## src/rtl/uart_link_pkg.sv

```systemverilog
// uart_link_pkg: shared constants, FSM state types and parity helper for the UART link channel
package uart_link_pkg;

    localparam int PARITY_NONE = 0;
    localparam int PARITY_ODD  = 1;
    localparam int PARITY_EVEN = 2;
    localparam int OVERSAMPLE  = 16;

    typedef enum logic [2:0] {
        TX_IDLE,
        TX_START,
        TX_DATA,
        TX_PARITY,
        TX_STOP
    } tx_state_t;

    typedef enum logic [2:0] {
        RX_IDLE,
        RX_START,
        RX_DATA,
        RX_PARITY,
        RX_STOP
    } rx_state_t;

    // Zero-extending narrower frames to 9 bits leaves the XOR reduction unchanged.
    function automatic logic parity_bit(input int mode, input logic [8:0] d);
        return (mode == PARITY_ODD) ? ~^d : ^d;
    endfunction

endpackage

```

## src/rtl/sync_fifo.sv

```systemverilog
// sync_fifo: single-clock first-word-fall-through FIFO with occupancy count
module sync_fifo #(
    parameter  int WIDTH = 8,
    parameter  int DEPTH = 16,
    localparam int AW    = $clog2(DEPTH)
) (
    input  logic             clk,
    input  logic             rst_n,
    input  logic             push,
    input  logic             pop,
    input  logic [WIDTH-1:0] din,
    output logic [WIDTH-1:0] dout,
    output logic             full,
    output logic             empty,
    output logic [AW:0]      count
);

    logic [WIDTH-1:0] mem_q [DEPTH];
    logic [AW-1:0]    wr_q, wr_d, rd_q, rd_d;
    logic [AW:0]      cnt_q, cnt_d;
    logic             do_push, do_pop;

    assign full    = cnt_q == (AW+1)'(DEPTH);
    assign empty   = cnt_q == '0;
    assign count   = cnt_q;
    assign dout    = mem_q[rd_q];
    assign do_pop  = pop && !empty;
    assign do_push = push && (!full || do_pop);

    // Pointer and occupancy next-state.
    always_comb begin
        wr_d  = do_push ? wr_q + AW'(1) : wr_q;
        rd_d  = do_pop ? rd_q + AW'(1) : rd_q;
        cnt_d = cnt_q + {{AW{1'b0}}, do_push} - {{AW{1'b0}}, do_pop};
    end

    // Pointer and occupancy registers.
    always_ff @(posedge clk or negedge rst_n) begin
        if (!rst_n) begin
            wr_q  <= '0;
            rd_q  <= '0;
            cnt_q <= '0;
        end else begin
            wr_q  <= wr_d;
            rd_q  <= rd_d;
            cnt_q <= cnt_d;
        end
    end

    // Storage array; contents are don't-care until written.
    always_ff @(posedge clk) begin
        if (do_push) mem_q[wr_q] <= din;
    end

endmodule

```

## src/rtl/uart_link_channel.sv

```systemverilog
// uart_link_channel: FIFO-buffered UART with sticky error flags and timed module-reset pulse
module uart_link_channel
    import uart_link_pkg::*;
#(
    parameter int CLK_HZ     = 50000000,
    parameter int BAUD       = 115200,
    parameter int DATA_BITS  = 8,
    parameter int PARITY     = 0,
    parameter int FIFO_DEPTH = 16,
    parameter int RST_CYCLES = 1000
) (
    input  logic                          clk,
    input  logic                          reset_n,
    input  logic [DATA_BITS-1:0]          tx_data,
    input  logic                          tx_valid,
    output logic                          tx_ready,
    output logic [DATA_BITS-1:0]          rx_data,
    output logic                          rx_valid,
    input  logic                          rx_ready,
    output logic [$clog2(FIFO_DEPTH):0]   tx_count,
    output logic [$clog2(FIFO_DEPTH):0]   rx_count,
    input  logic                          rxd,
    output logic                          txd,
    output logic                          framing_err,
    output logic                          parity_err,
    output logic                          overflow,
    input  logic                          err_clear,
    input  logic                          module_reset_req,
    output logic                          module_reset_n
);

    localparam int DIV = CLK_HZ / (OVERSAMPLE * BAUD);
    localparam int DW  = (DIV > 1) ? $clog2(DIV) : 1;
    localparam int RW  = $clog2(RST_CYCLES + 1);

    logic [DW-1:0] div_q, div_d;
    logic          tick;

    assign tick  = div_q == DW'(DIV - 1);
    assign div_d = tick ? '0 : div_q + DW'(1);

    // Free-running oversample tick divider.
    always_ff @(posedge clk or negedge reset_n) begin
        if (!reset_n) div_q <= '0;
        else          div_q <= div_d;
    end

    logic rxd_meta_q, rxd_sync_q;

    // Two-flop synchroniser for the asynchronous serial input, idling high.
    always_ff @(posedge clk or negedge reset_n) begin
        if (!reset_n) begin
            rxd_meta_q <= 1'b1;
            rxd_sync_q <= 1'b1;
        end else begin
            rxd_meta_q <= rxd;
            rxd_sync_q <= rxd_meta_q;
        end
    end

    logic [DATA_BITS-1:0] tx_head, rx_wdata;
    logic                 tx_full, tx_empty, tx_pop;
    logic                 rx_full, rx_empty, rx_push, rx_pop;

    assign tx_ready = !tx_full;
    assign rx_valid = !rx_empty;
    assign rx_pop   = rx_valid && rx_ready;

    sync_fifo #(.WIDTH(DATA_BITS), .DEPTH(FIFO_DEPTH)) u_tx_fifo (
        .clk   (clk),
        .rst_n (reset_n),
        .push  (tx_valid && tx_ready),
        .pop   (tx_pop),
        .din   (tx_data),
        .dout  (tx_head),
        .full  (tx_full),
        .empty (tx_empty),
        .count (tx_count)
    );

    sync_fifo #(.WIDTH(DATA_BITS), .DEPTH(FIFO_DEPTH)) u_rx_fifo (
        .clk   (clk),
        .rst_n (reset_n),
        .push  (rx_push),
        .pop   (rx_pop),
        .din   (rx_wdata),
        .dout  (rx_data),
        .full  (rx_full),
        .empty (rx_empty),
        .count (rx_count)
    );

    tx_state_t            tx_state_q, tx_state_d;
    logic [3:0]           tx_os_q, tx_os_d, tx_bit_q, tx_bit_d;
    logic [DATA_BITS-1:0] tx_shift_q, tx_shift_d;
    logic                 tx_par_q, tx_par_d, tx_bit_end;

    assign tx_bit_end = tick && tx_os_q == 4'd15;
    // Reloading straight from STOP keeps back-to-back frames gap-free.
    assign tx_pop = !tx_empty && ((tick && tx_state_q == TX_IDLE) ||
                                  (tx_bit_end && tx_state_q == TX_STOP));
    assign txd    = (tx_state_q == TX_START)  ? 1'b0 :
                    (tx_state_q == TX_DATA)   ? tx_shift_q[0] :
                    (tx_state_q == TX_PARITY) ? tx_par_q : 1'b1;

    // TX frame sequencer: start, data LSB first, optional parity, stop.
    always_comb begin
        tx_state_d = tx_state_q;
        tx_os_d    = (tick && tx_state_q != TX_IDLE) ? tx_os_q + 4'd1 : tx_os_q;
        tx_bit_d   = tx_bit_q;
        tx_shift_d = tx_shift_q;
        tx_par_d   = tx_par_q;
        case (tx_state_q)
            TX_START:  if (tx_bit_end) begin
                tx_state_d = TX_DATA;
                tx_bit_d   = 4'd0;
            end
            TX_DATA:   if (tx_bit_end) begin
                tx_shift_d = tx_shift_q >> 1;
                tx_bit_d   = tx_bit_q + 4'd1;
                if (tx_bit_q == 4'(DATA_BITS - 1))
                    tx_state_d = (PARITY != PARITY_NONE) ? TX_PARITY : TX_STOP;
            end
            TX_PARITY: if (tx_bit_end) tx_state_d = TX_STOP;
            TX_STOP:   if (tx_bit_end) tx_state_d = TX_IDLE;
            default:   tx_state_d = TX_IDLE;
        endcase
        if (tx_pop) begin
            tx_state_d = TX_START;
            tx_os_d    = 4'd0;
            tx_shift_d = tx_head;
            tx_par_d   = parity_bit(PARITY, 9'(tx_head));
        end
    end

    // TX FSM registers.
    always_ff @(posedge clk or negedge reset_n) begin
        if (!reset_n) begin
            tx_state_q <= TX_IDLE;
            tx_os_q    <= '0;
            tx_bit_q   <= '0;
            tx_shift_q <= '0;
            tx_par_q   <= 1'b0;
        end else begin
            tx_state_q <= tx_state_d;
            tx_os_q    <= tx_os_d;
            tx_bit_q   <= tx_bit_d;
            tx_shift_q <= tx_shift_d;
            tx_par_q   <= tx_par_d;
        end
    end

    rx_state_t            rx_state_q, rx_state_d;
    logic [3:0]           rx_os_q, rx_os_d, rx_bit_q, rx_bit_d;
    logic [DATA_BITS-1:0] rx_shift_q, rx_shift_d;
    logic                 rx_par_q, rx_par_d, rx_bit_end, rx_mid, rx_par_bad;
    logic                 fe_set, pe_set, ov_set;

    assign rx_bit_end = tick && rx_os_q == 4'd15;
    assign rx_mid     = tick && rx_os_q == 4'd7;
    assign rx_wdata   = rx_shift_q;
    assign rx_par_bad = (PARITY != PARITY_NONE) &&
                        (rx_par_q != parity_bit(PARITY, 9'(rx_shift_q)));

    // RX frame sampler: mid-bit sampling, glitch rejection, frame validation.
    always_comb begin
        rx_state_d = rx_state_q;
        rx_os_d    = (tick && rx_state_q != RX_IDLE) ? rx_os_q + 4'd1 : rx_os_q;
        rx_bit_d   = rx_bit_q;
        rx_shift_d = rx_shift_q;
        rx_par_d   = rx_par_q;
        rx_push    = 1'b0;
        fe_set     = 1'b0;
        pe_set     = 1'b0;
        ov_set     = 1'b0;
        case (rx_state_q)
            RX_IDLE:   if (!rxd_sync_q) begin
                rx_state_d = RX_START;
                rx_os_d    = 4'd0;
            end
            RX_START:  if (rx_mid) begin
                rx_state_d = rxd_sync_q ? RX_IDLE : RX_DATA;
                rx_os_d    = 4'd0;
                rx_bit_d   = 4'd0;
            end
            RX_DATA:   if (rx_bit_end) begin
                rx_shift_d = {rxd_sync_q, rx_shift_q[DATA_BITS-1:1]};
                rx_bit_d   = rx_bit_q + 4'd1;
                if (rx_bit_q == 4'(DATA_BITS - 1))
                    rx_state_d = (PARITY != PARITY_NONE) ? RX_PARITY : RX_STOP;
            end
            RX_PARITY: if (rx_bit_end) begin
                rx_par_d   = rxd_sync_q;
                rx_state_d = RX_STOP;
            end
            RX_STOP:   if (rx_bit_end) begin
                rx_state_d = RX_IDLE;
                fe_set     = !rxd_sync_q;
                pe_set     = rx_par_bad;
                ov_set     = rxd_sync_q && !rx_par_bad && rx_full && !rx_pop;
                rx_push    = rxd_sync_q && !rx_par_bad && (!rx_full || rx_pop);
            end
            default:   rx_state_d = RX_IDLE;
        endcase
    end

    // RX FSM registers.
    always_ff @(posedge clk or negedge reset_n) begin
        if (!reset_n) begin
            rx_state_q <= RX_IDLE;
            rx_os_q    <= '0;
            rx_bit_q   <= '0;
            rx_shift_q <= '0;
            rx_par_q   <= 1'b0;
        end else begin
            rx_state_q <= rx_state_d;
            rx_os_q    <= rx_os_d;
            rx_bit_q   <= rx_bit_d;
            rx_shift_q <= rx_shift_d;
            rx_par_q   <= rx_par_d;
        end
    end

    logic fe_q, pe_q, ov_q;

    assign framing_err = fe_q;
    assign parity_err  = pe_q;
    assign overflow    = ov_q;

    // Sticky error flags; a new error wins over a simultaneous clear.
    always_ff @(posedge clk or negedge reset_n) begin
        if (!reset_n) begin
            fe_q <= 1'b0;
            pe_q <= 1'b0;
            ov_q <= 1'b0;
        end else begin
            fe_q <= fe_set | (fe_q & ~err_clear);
            pe_q <= pe_set | (pe_q & ~err_clear);
            ov_q <= ov_set | (ov_q & ~err_clear);
        end
    end

    logic          mr_req_q, mr_edge, mr_n_q;
    logic [RW-1:0] mr_cnt_q, mr_cnt_d;

    assign mr_edge        = module_reset_req && !mr_req_q;
    assign mr_cnt_d       = mr_edge ? RW'(RST_CYCLES) :
                            (mr_cnt_q != '0) ? mr_cnt_q - RW'(1) : mr_cnt_q;
    assign module_reset_n = mr_n_q;

    // Module reset pulse timer; each request edge restarts the full count.
    always_ff @(posedge clk or negedge reset_n) begin
        if (!reset_n) begin
            mr_req_q <= 1'b0;
            mr_cnt_q <= '0;
            mr_n_q   <= 1'b1;
        end else begin
            mr_req_q <= module_reset_req;
            mr_cnt_q <= mr_cnt_d;
            mr_n_q   <= mr_cnt_d == '0;
        end
    end

endmodule

```

## config.mk

```make
export PLATFORM = sky130hd
export DESIGN_NAME = uart_link_channel
export DESIGN_NICKNAME = d
export VERILOG_FILES = /design/src/rtl/uart_link_pkg.sv /design/src/rtl/sync_fifo.sv /design/src/rtl/uart_link_channel.sv
export SDC_FILE = /design/constraint.sdc
export NUM_CORES = 1
export LEC_CHECK = 0
export CORE_MARGIN = 5
export CORE_UTILIZATION = 55
export CTS_BUF_LIST = sky130_fd_sc_hd__clkbuf_16
export CTS_CLUSTER_SIZE = 10
export DETAILED_ROUTE_END_ITERATION = 6
export GPL_TIMING_DRIVEN = 1
export PLACE_DENSITY = 0.75
export SYNTH_ARGS = -nofsm -noshare
export SYNTH_HDL_FRONTEND = slang
export SYNTH_SLANG_ARGS = --single-unit
export TNS_END_PERCENT = 30
```

## constraint.sdc

```tcl
create_clock -name clk -period 4.3 [get_ports clk]
set_clock_uncertainty 0.05 [all_clocks]
set_input_delay 1.075 -clock clk [delete_from_list [all_inputs] [get_ports clk]]
set_output_delay 1.075 -clock clk [all_outputs]
set_load 0.005 [all_outputs]
```

==> flow_metrics.py <==
metrics = {
    "finish": {
        "area_growth_pct": 14.0,
        "nFillCells": 1816,
        "antenna_cells": 0,
        "layout.nets": 962,
        "seq_area_sq_um": 9870,
        "final_cell_mix": "edfxtp_1, dfrtp_1, nor2_1",
        "drive_gt1_share_pct": 14.9,
        "final_common_cell": "edfxtp_1",
        "multi_input_area_sq_um": 4140,
    },
    "synth": {
        "yosys_warnings": 0,
        "syn_nets": 890,
        "synth_area_per_cell_sq_um": 17.0,
        "synth_flop_cell": "edfxtp_1",
        "syn-instance-count": 843,
        "synth_edf_count": 256,
        "ys_seq_area_share_pct": 68.8,
        "netlist_area_sq_um": 14300,
        "synth_cell_types": 56,
        "synth-seq-cells": 343,
        "async_flop_share_pct": 25.4,
    },
    "status": {
        "status": "finished, final reports clean",
    },
    "clock_tree": {
        "htreeDepth": 2,
        "cts_buffer_depth": 3,
        "clkLatencyLatePin_ps": 520,
        "cts-root-buf": "clkbuf_16",
        "post_cts_buffers": 0,
        "cts_resized": 0,
        "ctsHoldBuffers": 0,
        "path_clk_slew_ps": 60,
        "cts_buffers": 40,
        "tritoncts": "done",
        "clkSinkCount": 343,
    },
    "sta": {
        "fmax_ghz": 0.256,
        "rsz0062_at_grt": "no",
        "tns_ps": 0,
        "holdWs_ps": 322,
        "final_hold_viol_count": 0,
        "period_share_pct": 90.7,
        "worst_pin_slew_ps": 835,
        "slew_viol_final": 0,
        "setup_viol": 0,
        "slew_headroom_pct": 44.3,
        "finalCriticalPeriod_ps": 3900,
    },
    "route": {
        "wl_met2_um": 12700,
        "wirelength_um": 25500,
        "ant_nets": 0,
        "drc": 0,
        "vias": 7236,
        "wl_met3_um": 1120,
        "met1Wirelength_um": 11300,
        "first_pass_iters": 5,
        "drtIter0Drc": 552,
        "wl_per_cell_um": 19.9,
        "vias_per_cell": 5.65,
        "top_layer_used": "met4",
    },
    "global_routing": {
        "antenna_found_initial": 0,
        "track_usage_pct": 18.0,
        "grt_pass1_wl_um": 41100,
        "grt_max_degree": 52,
        "overflow": 0,
        "grt_pass1_vias": 7476,
    },
    "min_path": {
        "hold_class": "reg2reg",
    },
    "floorplan": {
        "die_x_um": 171,
        "start_util_pct": 55.5,
        "dieArea_sq_um": 29400,
        "core_area_sq_um": 25800,
        "dieHeight_um": 171,
        "row_count": 59,
        "ios": 40,
    },
    "setup_path": {
        "crit_required_ps": 3170,
        "cp.arrival_ps": 2780,
        "crit_type": "reg2out",
        "path_max_fanout": 20,
        "rrSetupSlack_ps": 880,
        "end_kind": "output port",
        "worstSetupStartpointType": "flop",
    },
    "placement": {
        "post-dp-hpwl_um": 16600,
        "portBuffers": 39,
        "gp_routability_congestion": 0.770,
    },
    "power": {
        "leakage_nw": 6.30,
        "power.density_nw_per_um2": 509,
        "vdd_ir_drop_max_uv": 405,
    },
    "flow_run": {
        "maxCapViolCount": 0,
    },
}
[kinds of logic after synthesis]
kind of cell,Yosys count,share of synthesized area [%]
DFF,343,68.8
and+or+nand+nor,189,6.21
muxes,93,13.7
AOI/OAI and AO/OA,73,3.28
buffers and inverters,71,2.29
xor gates and xnor gates,42,2.77
adders and majority gates,32,2.90
[power breakdown]
part / internal (mW) / switching, mW / total, mW
clock: 1.74 / 1.20 / 2.94
sequential: 3.82 / 0.220 / 4.04
combinational: 0.674 / 0.657 / 1.33
total: 6.23 / 2.08 / 8.31
[path summary, 6_finish.rpt]
check                                              start                                to  cells after the start
setup / recovery           u_rx_fifo.rd_q[0]$_DFFE_PN0P_                        rx_data[0]                      4
hold / removal                      rxd_meta_q$_DFF_PN1_              rxd_sync_q$_DFF_PN1_                      0
setup reg to reg                      div_q[0]$_DFF_PN0_  u_rx_fifo.mem_q[11][0]$_DFFE_PP_                     10
hold reg to reg                     rxd_meta_q$_DFF_PN1_              rxd_sync_q$_DFF_PN1_                      0
max in group asynchronous                        reset_n              rxd_sync_q$_DFF_PN1_                      2
min in group asynchronous                        reset_n     u_tx_fifo.wr_q[3]$_DFFE_PN0P_                      1
[cell usage after synthesis (all sizes together) (2+ instances only)]
library cell,instances,share of area [%]
nor3b,3,0.16
a221oi,5,0.35
nor3,18,0.63
nand4b,2,0.12
buf,14,0.78
dfrtp,84,15
nor4,2,0.087
nor2,63,1.6
xnor2,25,1.6
and2,9,0.39
a211oi,5,0.26
ha,30,2.6
o22ai,3,0.13
o21ai,23,0.80
a21o,2,0.10
mux4,74,12
a22o,7,0.43
nand2b,6,0.26
nand3b,2,0.10
nand4,8,0.35
fa,2,0.28
inv,33,0.86
mux2,10,0.81
nand2,48,1.3
xor2,16,1.0
a31o,2,0.12
nor2b,10,0.44
a22oi,2,0.10
nand3,10,0.35
clkbuf,24,0.65
a21oi,18,0.63
mux2i,9,0.63
dfstp,3,0.55
and3,3,0.13
edfxtp,256,54
[layout make-up]
type / instances / share of cell area [%]
Multi-Input combinational cell: 429 / 25.4
Tap cell: 335 / 2.57
Inverter: 33 / 0.758
Clock buffer: 40 / 6.13
Timing Repair Buffer: 68 / 3.78
Clock inverter: 32 / 1.00
Sequential cell: 343 / 60.4
[per-layer routing]
metal  up-vias  track usage, %
met5         -               0
met4         0            4.31
met3        25            3.24
met2       159            30.0
met1      3660            25.3
li1       3392               -
[flip-flops by register name, summed over array words and instances, names as in the netlist, 5 cells and up]
name             flops
div_q                5
mr_cnt_q            10
rx_shift_q           8
tx_shift_q           8
u_rx_fifo.count      5
u_rx_fifo.mem_q    128
u_tx_fifo.count      5
u_tx_fifo.mem_q    128
[worst max-delay path, cell delays in order, from the launching register on]
cell and delay (ps):
dfrtp_2 350, buf_4 340, mux4_2 590, mux4_2 500, clkdlybuf4s50_1 470
[metrics by stage]
step	setup WS (ps)	total power, mW	area [sq um]	cells	util, %
floorplan	952	5.04	14300	843	-
global placement	797	5.40	15200	1208	58.7
detailed placement	695	5.45	15200	1208	58.7
CTS	337	8.42	16300	1280	63.2
global route	260	8.74	16300	1280	63.2
finish	398	8.31	16300	1280	63.2
Note: power is estimated with default switching activity, not from simulation.
==> edit 1: new RTL, config.mk and constraints unchanged <==
Change the parameter `RST_CYCLES` from 1000 to 2000.
--- a/src/rtl/uart_link_channel.sv
+++ b/src/rtl/uart_link_channel.sv
@@ -7,7 +7,7 @@
     parameter int DATA_BITS  = 8,
     parameter int PARITY     = 0,
     parameter int FIFO_DEPTH = 16,
-    parameter int RST_CYCLES = 1000
+    parameter int RST_CYCLES = 2000
 ) (
     input  logic                          clk,
     input  logic                          reset_n,
Check against the original RTL: same outputs for any inputs over 10 cycles, from zero or initial values and one cycle with reset_n low; that may be too few to reach the edited logic, so the function may still have changed.
==> edit 1 against the original RTL <==
Synthesized area rose by 0.35%. Wire length up 2.4%. Sequential share of layout area up 0.25 points. Setup slack improved by 0.080 ns. Final area shrank 0.15%. Final cell count is 1.2% higher. Total power rose by 1.2%. Sequential cell count grew 1. Worst hold slack lost 0.024 ns.
==> edit 1: results (changes against the original RTL) <==
[pwr]
p_int_mw=6.26  ; +0.43%
leakagePower_nw=6.19  ; -1.9%
ir_drop_v=0.000447  ; +10%

[placed_design]
numPlacedInstances=1221  ; +1.1%
place.gp.congestion=0.769  ; -0.14%
portBuffers=39  ; unchanged
post-dp-hpwl_um=16400  ; -0.80%

[yosys]
synth_area_leaders=edfxtp_1, dfrtp_1, mux4_2
synth_cell_type_count=54  ; -3.6%
synth-seq-area-share_pct=68.8  ; about the same
synthCells=878  ; +4.2%
synthArstFlopShare_pct=25.6  ; +0.22 points
syn_nets=925  ; +3.9%
synthTopCellsByCount=edfxtp_1, dfrtp_1, mux4_2

[detailed_routing]
drt_wl_total_um=26100  ; +2.4%
drtIter0Drc=682  ; +24%
routedWlPerCell_um=20.2  ; +1.2%

[setup_path]
crit_path_max_incr_delay_ns=0.57  ; -0.02 ns
cp_max_fo=35  ; +75%
arrival_ns=2.70  ; -0.08 ns
reg2regPathDepth=8  ; -2

[cells_and_area]
final_nets=975  ; +1.4%
drive_above_1_share_pct=15.8  ; +0.91 points
reg.largest.list=u_rx_fifo.mem_q (128), u_tx_fifo.mem_q (128), mr_cnt_q (11)

[cts]
post-cts-setup-buffers=0  ; unchanged

[global_routing]
grt_max_degree=50  ; -3.8%
grt_pass1_wl_um=42700  ; +4.0%
grt_util_all_layers_pct=18.7  ; +0.65 points

[min_path]
hold_class=reg2reg

[sta]
max-slew-margin-rel_pct=36.8  ; -7.5 points

[outcome]
status=finished, final reports clean

-- edit 1: cell count changes after synthesis, moves of 6 or more --
cell | unedited run | this run
a22oi_1 | 2 | 20
and2_1 | 9 | 21
clkbuf_1 | 22 | 31
mux4_1 | 26 | 0
mux4_2 | 48 | 72
nand2_1 | 48 | 58
nor2_1 | 63 | 51
nor3_1 | 18 | 12
-- edit 1: final timing paths --
check                                                   start                         endpoint  slack (ns)
worst max-delay path            u_rx_fifo.rd_q[0]$_DFFE_PN0P_                       rx_data[4]        0.48
worst min-delay path                     rxd_meta_q$_DFF_PN1_             rxd_sync_q$_DFF_PN1_        0.30
worst max register to register             div_q[0]$_DFF_PN0_  u_rx_fifo.mem_q[1][4]$_DFFE_PP_        1.04
worst min register to register           rxd_meta_q$_DFF_PN1_             rxd_sync_q$_DFF_PN1_        0.30
max in group asynchronous                             reset_n         module_reset_n$_DFF_PN1_        2.88
min in group asynchronous                             reset_n     u_rx_fifo.count[1]$_DFF_PN0_        0.52
-- edit 1: final cells by class --
cell class / count / area, um^2
fill: 1810 / 9590
timing repair buffer: 50 / 483
inverter: 32 / 120
multi-input combinational: 460 / 4210
sequential: 344 / 9900
tap: 335 / 419
clock inverter: 32 / 133
clock buffer: 42 / 1050
-- edit 1: kinds of logic (layout without fill, tap and decap cells) --
logic type | Yosys count | count (layout) | synth area share, %
muxes | 92 | 92 | 12.8
adders and majority gates | 32 | 32 | 2.89
buffers and inverters | 74 | 156 | 1.97
AOI/OAI and AO/OA | 92 | 92 | 4.08
DFF | 344 | 344 | 68.8
and+or+nand+nor | 205 | 205 | 7.19
xor gates and xnor gates | 39 | 39 | 2.37
-- edit 1: worst max-delay path, delay by kind of cell, from the launching register on --
family | cells | cell delay (ns)
buffers and inverters | 2 | 0.73
muxes | 2 | 1.07
DFF | 1 | 0.37
-- edit 1: per-stage QoR --
stage	cell area (um^2)	setup slack, ns	util (%)
after floorplan	14400	0.952	-
after global routing	16300	0.357	63.0
after detailed placement	15100	0.925	58.4
after global placement	15100	0.967	58.4
after CTS	16300	0.434	63.0
final	16300	0.477	63.0
-- edit 1: power groups by stage --
stage | Sequential [mW] | Clock, mW | Combinational (mW)
global placement | 4.14 | 0 | 1.35
floorplan | 4.00 | 0 | 1.09
finish | 4.08 | 2.97 | 1.36
detailed placement | 4.15 | 0 | 1.37
CTS | 4.09 | 3.03 | 1.39
global route | 4.13 | 3.19 | 1.53
-- edit 1: routing by layer --
layer  global-route usage (%)  vias to the layer above  part of all wire (%)
met3                     3.33                       41                   5.0
met2                     31.8                      202                    51
met1                     25.2                     3819                    42
met4                     5.16                        0                   1.9
li1                         -                     3468                     -
met5                        0                        -                     0
==> edit 2: new RTL, config.mk and constraints unchanged <==
Made on the original files. Take the reset off `rd_q` and load it in a clocked block of its own.
--- a/src/rtl/sync_fifo.sv
+++ b/src/rtl/sync_fifo.sv
@@ -38,13 +38,15 @@
     always_ff @(posedge clk or negedge rst_n) begin
         if (!rst_n) begin
             wr_q  <= '0;
-            rd_q  <= '0;
             cnt_q <= '0;
         end else begin
             wr_q  <= wr_d;
-            rd_q  <= rd_d;
             cnt_q <= cnt_d;
         end
+    end
+
+    always_ff @(posedge clk) begin
+        rd_q <= rd_d;
     end
 
     // Storage array; contents are don't-care until written.
Check against the original RTL: same outputs for any inputs over 10 cycles, from zero or initial values and one cycle with reset_n low; that may be too few to reach the edited logic, so the function may still have changed.
==> edit 2 against the original RTL <==
Worst hold slack got worse by 0.018 ns. Sequential cell count increased by 8. Final area increased by 0.29%. Wire length increased by 6.1%. Total power decreased by 2.3%. Synthesized area increased by 0.88%. Setup slack got worse by 0.072 ns. Register-to-register slack improved by 0.02 ns. Non-clock buffer count decreased by 14. Critical endpoint is now rx_data[1]. Largest cell class unchanged.
==> edit 2: results (changes against the original RTL) <==
[outcome]
status=finished, final reports clean

[detailed_routing]
met3_length_um=1480  ; +32%
routed.top_layer=met4
drt_wl_total_um=27000  ; +6.1%
met2_length_um=13500  ; +6.1%
wl_met1_um=11500  ; +1.6%
routedWlPerCell_um=20.9  ; +4.9%
routed-via-count=7454  ; +3.0%
drtIter0Drc=667  ; +21%

[setup_path]
reg2regPathDepth=9  ; -1
rr_endpoint=u_rx_fifo.mem_q[7][3]$_DFFE_PP_
crit_slowest_cell=dfxtp_4
crit_path_max_incr_delay_ns=0.53  ; -0.06 ns
arrival_ns=2.85  ; +0.07 ns
cp_max_fo=14  ; -30%
r2r_slack_ns=0.90  ; +0.02 ns
r2r-start=div_q[0]$_DFF_PN0_

[global_routing]
grtUsageMet2_pct=31.2  ; +1.3 points
grt_pass1_vias=7731  ; +3.4%
met1_usage_pct=26.7  ; +1.5 points
grt_max_degree=80  ; +54%
grt_pass1_wl_um=43300  ; +5.3%
use_met3_pct=3.16  ; -0.086 points
grt_util_all_layers_pct=19.0  ; +0.94 points

[placed_design]
place_area_mm2=0.0153  ; +0.52%
post-dp-hpwl_um=17000  ; +2.9%
dp_slack_ns=0.658  ; -0.0365 ns
numPlacedInstances=1228  ; +1.7%
place.gp.congestion=0.814  ; +5.6%

[cells_and_area]
drive_above_1_share_pct=16.4  ; +1.5 points
final_nets=983  ; +2.2%
clkCellAreaFrac_pct=6.90  ; -0.23 points
buffer_area_share_pct=3.13  ; -0.65 points
fin_util_pct=63.1  ; -0.18 points
nNonClkBuffers=54  ; -21%
num-nonclk-inverters=28  ; -15%
multi_input_area_mm2=0.00415  ; about the same
seq_share_pct=61.5  ; +1.1 points
multi_input_cells=460  ; +7.2%

[yosys]
synth_area_leaders=edfxtp_1, dfrtp_1, mux4_2
syn_nets=924  ; +3.8%
synthTopCellsByCount=edfxtp_1, nand2_1, dfrtp_1
avgSynthCellArea_um2=16.5  ; -3.0%
synth_edf_count=264  ; +3.1%
ys_seq_elements=351  ; +2.3%
synthArstFlopShare_pct=22.5  ; -2.9 points
synth-seq-area-share_pct=69.6  ; +0.78 points
synth_cell_type_count=61  ; +8.9%

[cts]
cts_buffers=41  ; +2.5%
post-cts-setup-buffers=0  ; unchanged
cts_max_level=2  ; unchanged

[min_path]
holdPathStages=0  ; unchanged
min_from=rxd_meta_q$_DFF_PN1_

[pwr]
ir_drop_v=0.000440  ; +8.5%
p_int_mw=6.12  ; -1.7%
comb-power_mw=1.03  ; -23%
leakagePower_nw=6.22  ; -1.4%
pwr-share-comb_pct=12.7  ; -3.3 points

[sta]
whs_ns=0.304  ; -0.0185 ns
max-slew-margin-rel_pct=32.1  ; -12 points

==> edit 2: cell types whose count changed in the layout (fill, tap and decap cells not counted), sizes merged, moves of 7 or more <==
| cell | delta |
|---|---|
| inv | -13 |
| edfxtp | +8 |
| buf | -14 |
| dfxtp | +8 |
| nand2 | +35 |
| dfrtp | -8 |
| a22oi | +18 |
| a21oi | -7 |
==> edit 2: how the worst max path moves through the flow <==
stage	from	endpoint	slack [ns]	cells past startpoint
after global placement	flip-flop	rx_data[5]	0.72	4
after detailed placement	flip-flop	rx_data[5]	0.66	4
after CTS	flip-flop	rx_data[1]	0.09	4
after global routing	flip-flop	rx_data[6]	0.17	4
after floorplan	flip-flop	rx_data[0]	1.09	4
final	flip-flop	rx_data[1]	0.33	4
==> edit 2: logic make-up (layout without fill, tap and decap cells) <==
family	after synthesis	in the layout	synth area share, %
flops	351	351	69.6
simple gates	228	228	7.72
mux	84	84	12.1
compound gates	71	71	3.25
buf+inv	66	148	1.74
xor+xnor	45	45	2.72
fa+ha+maj	32	32	2.87
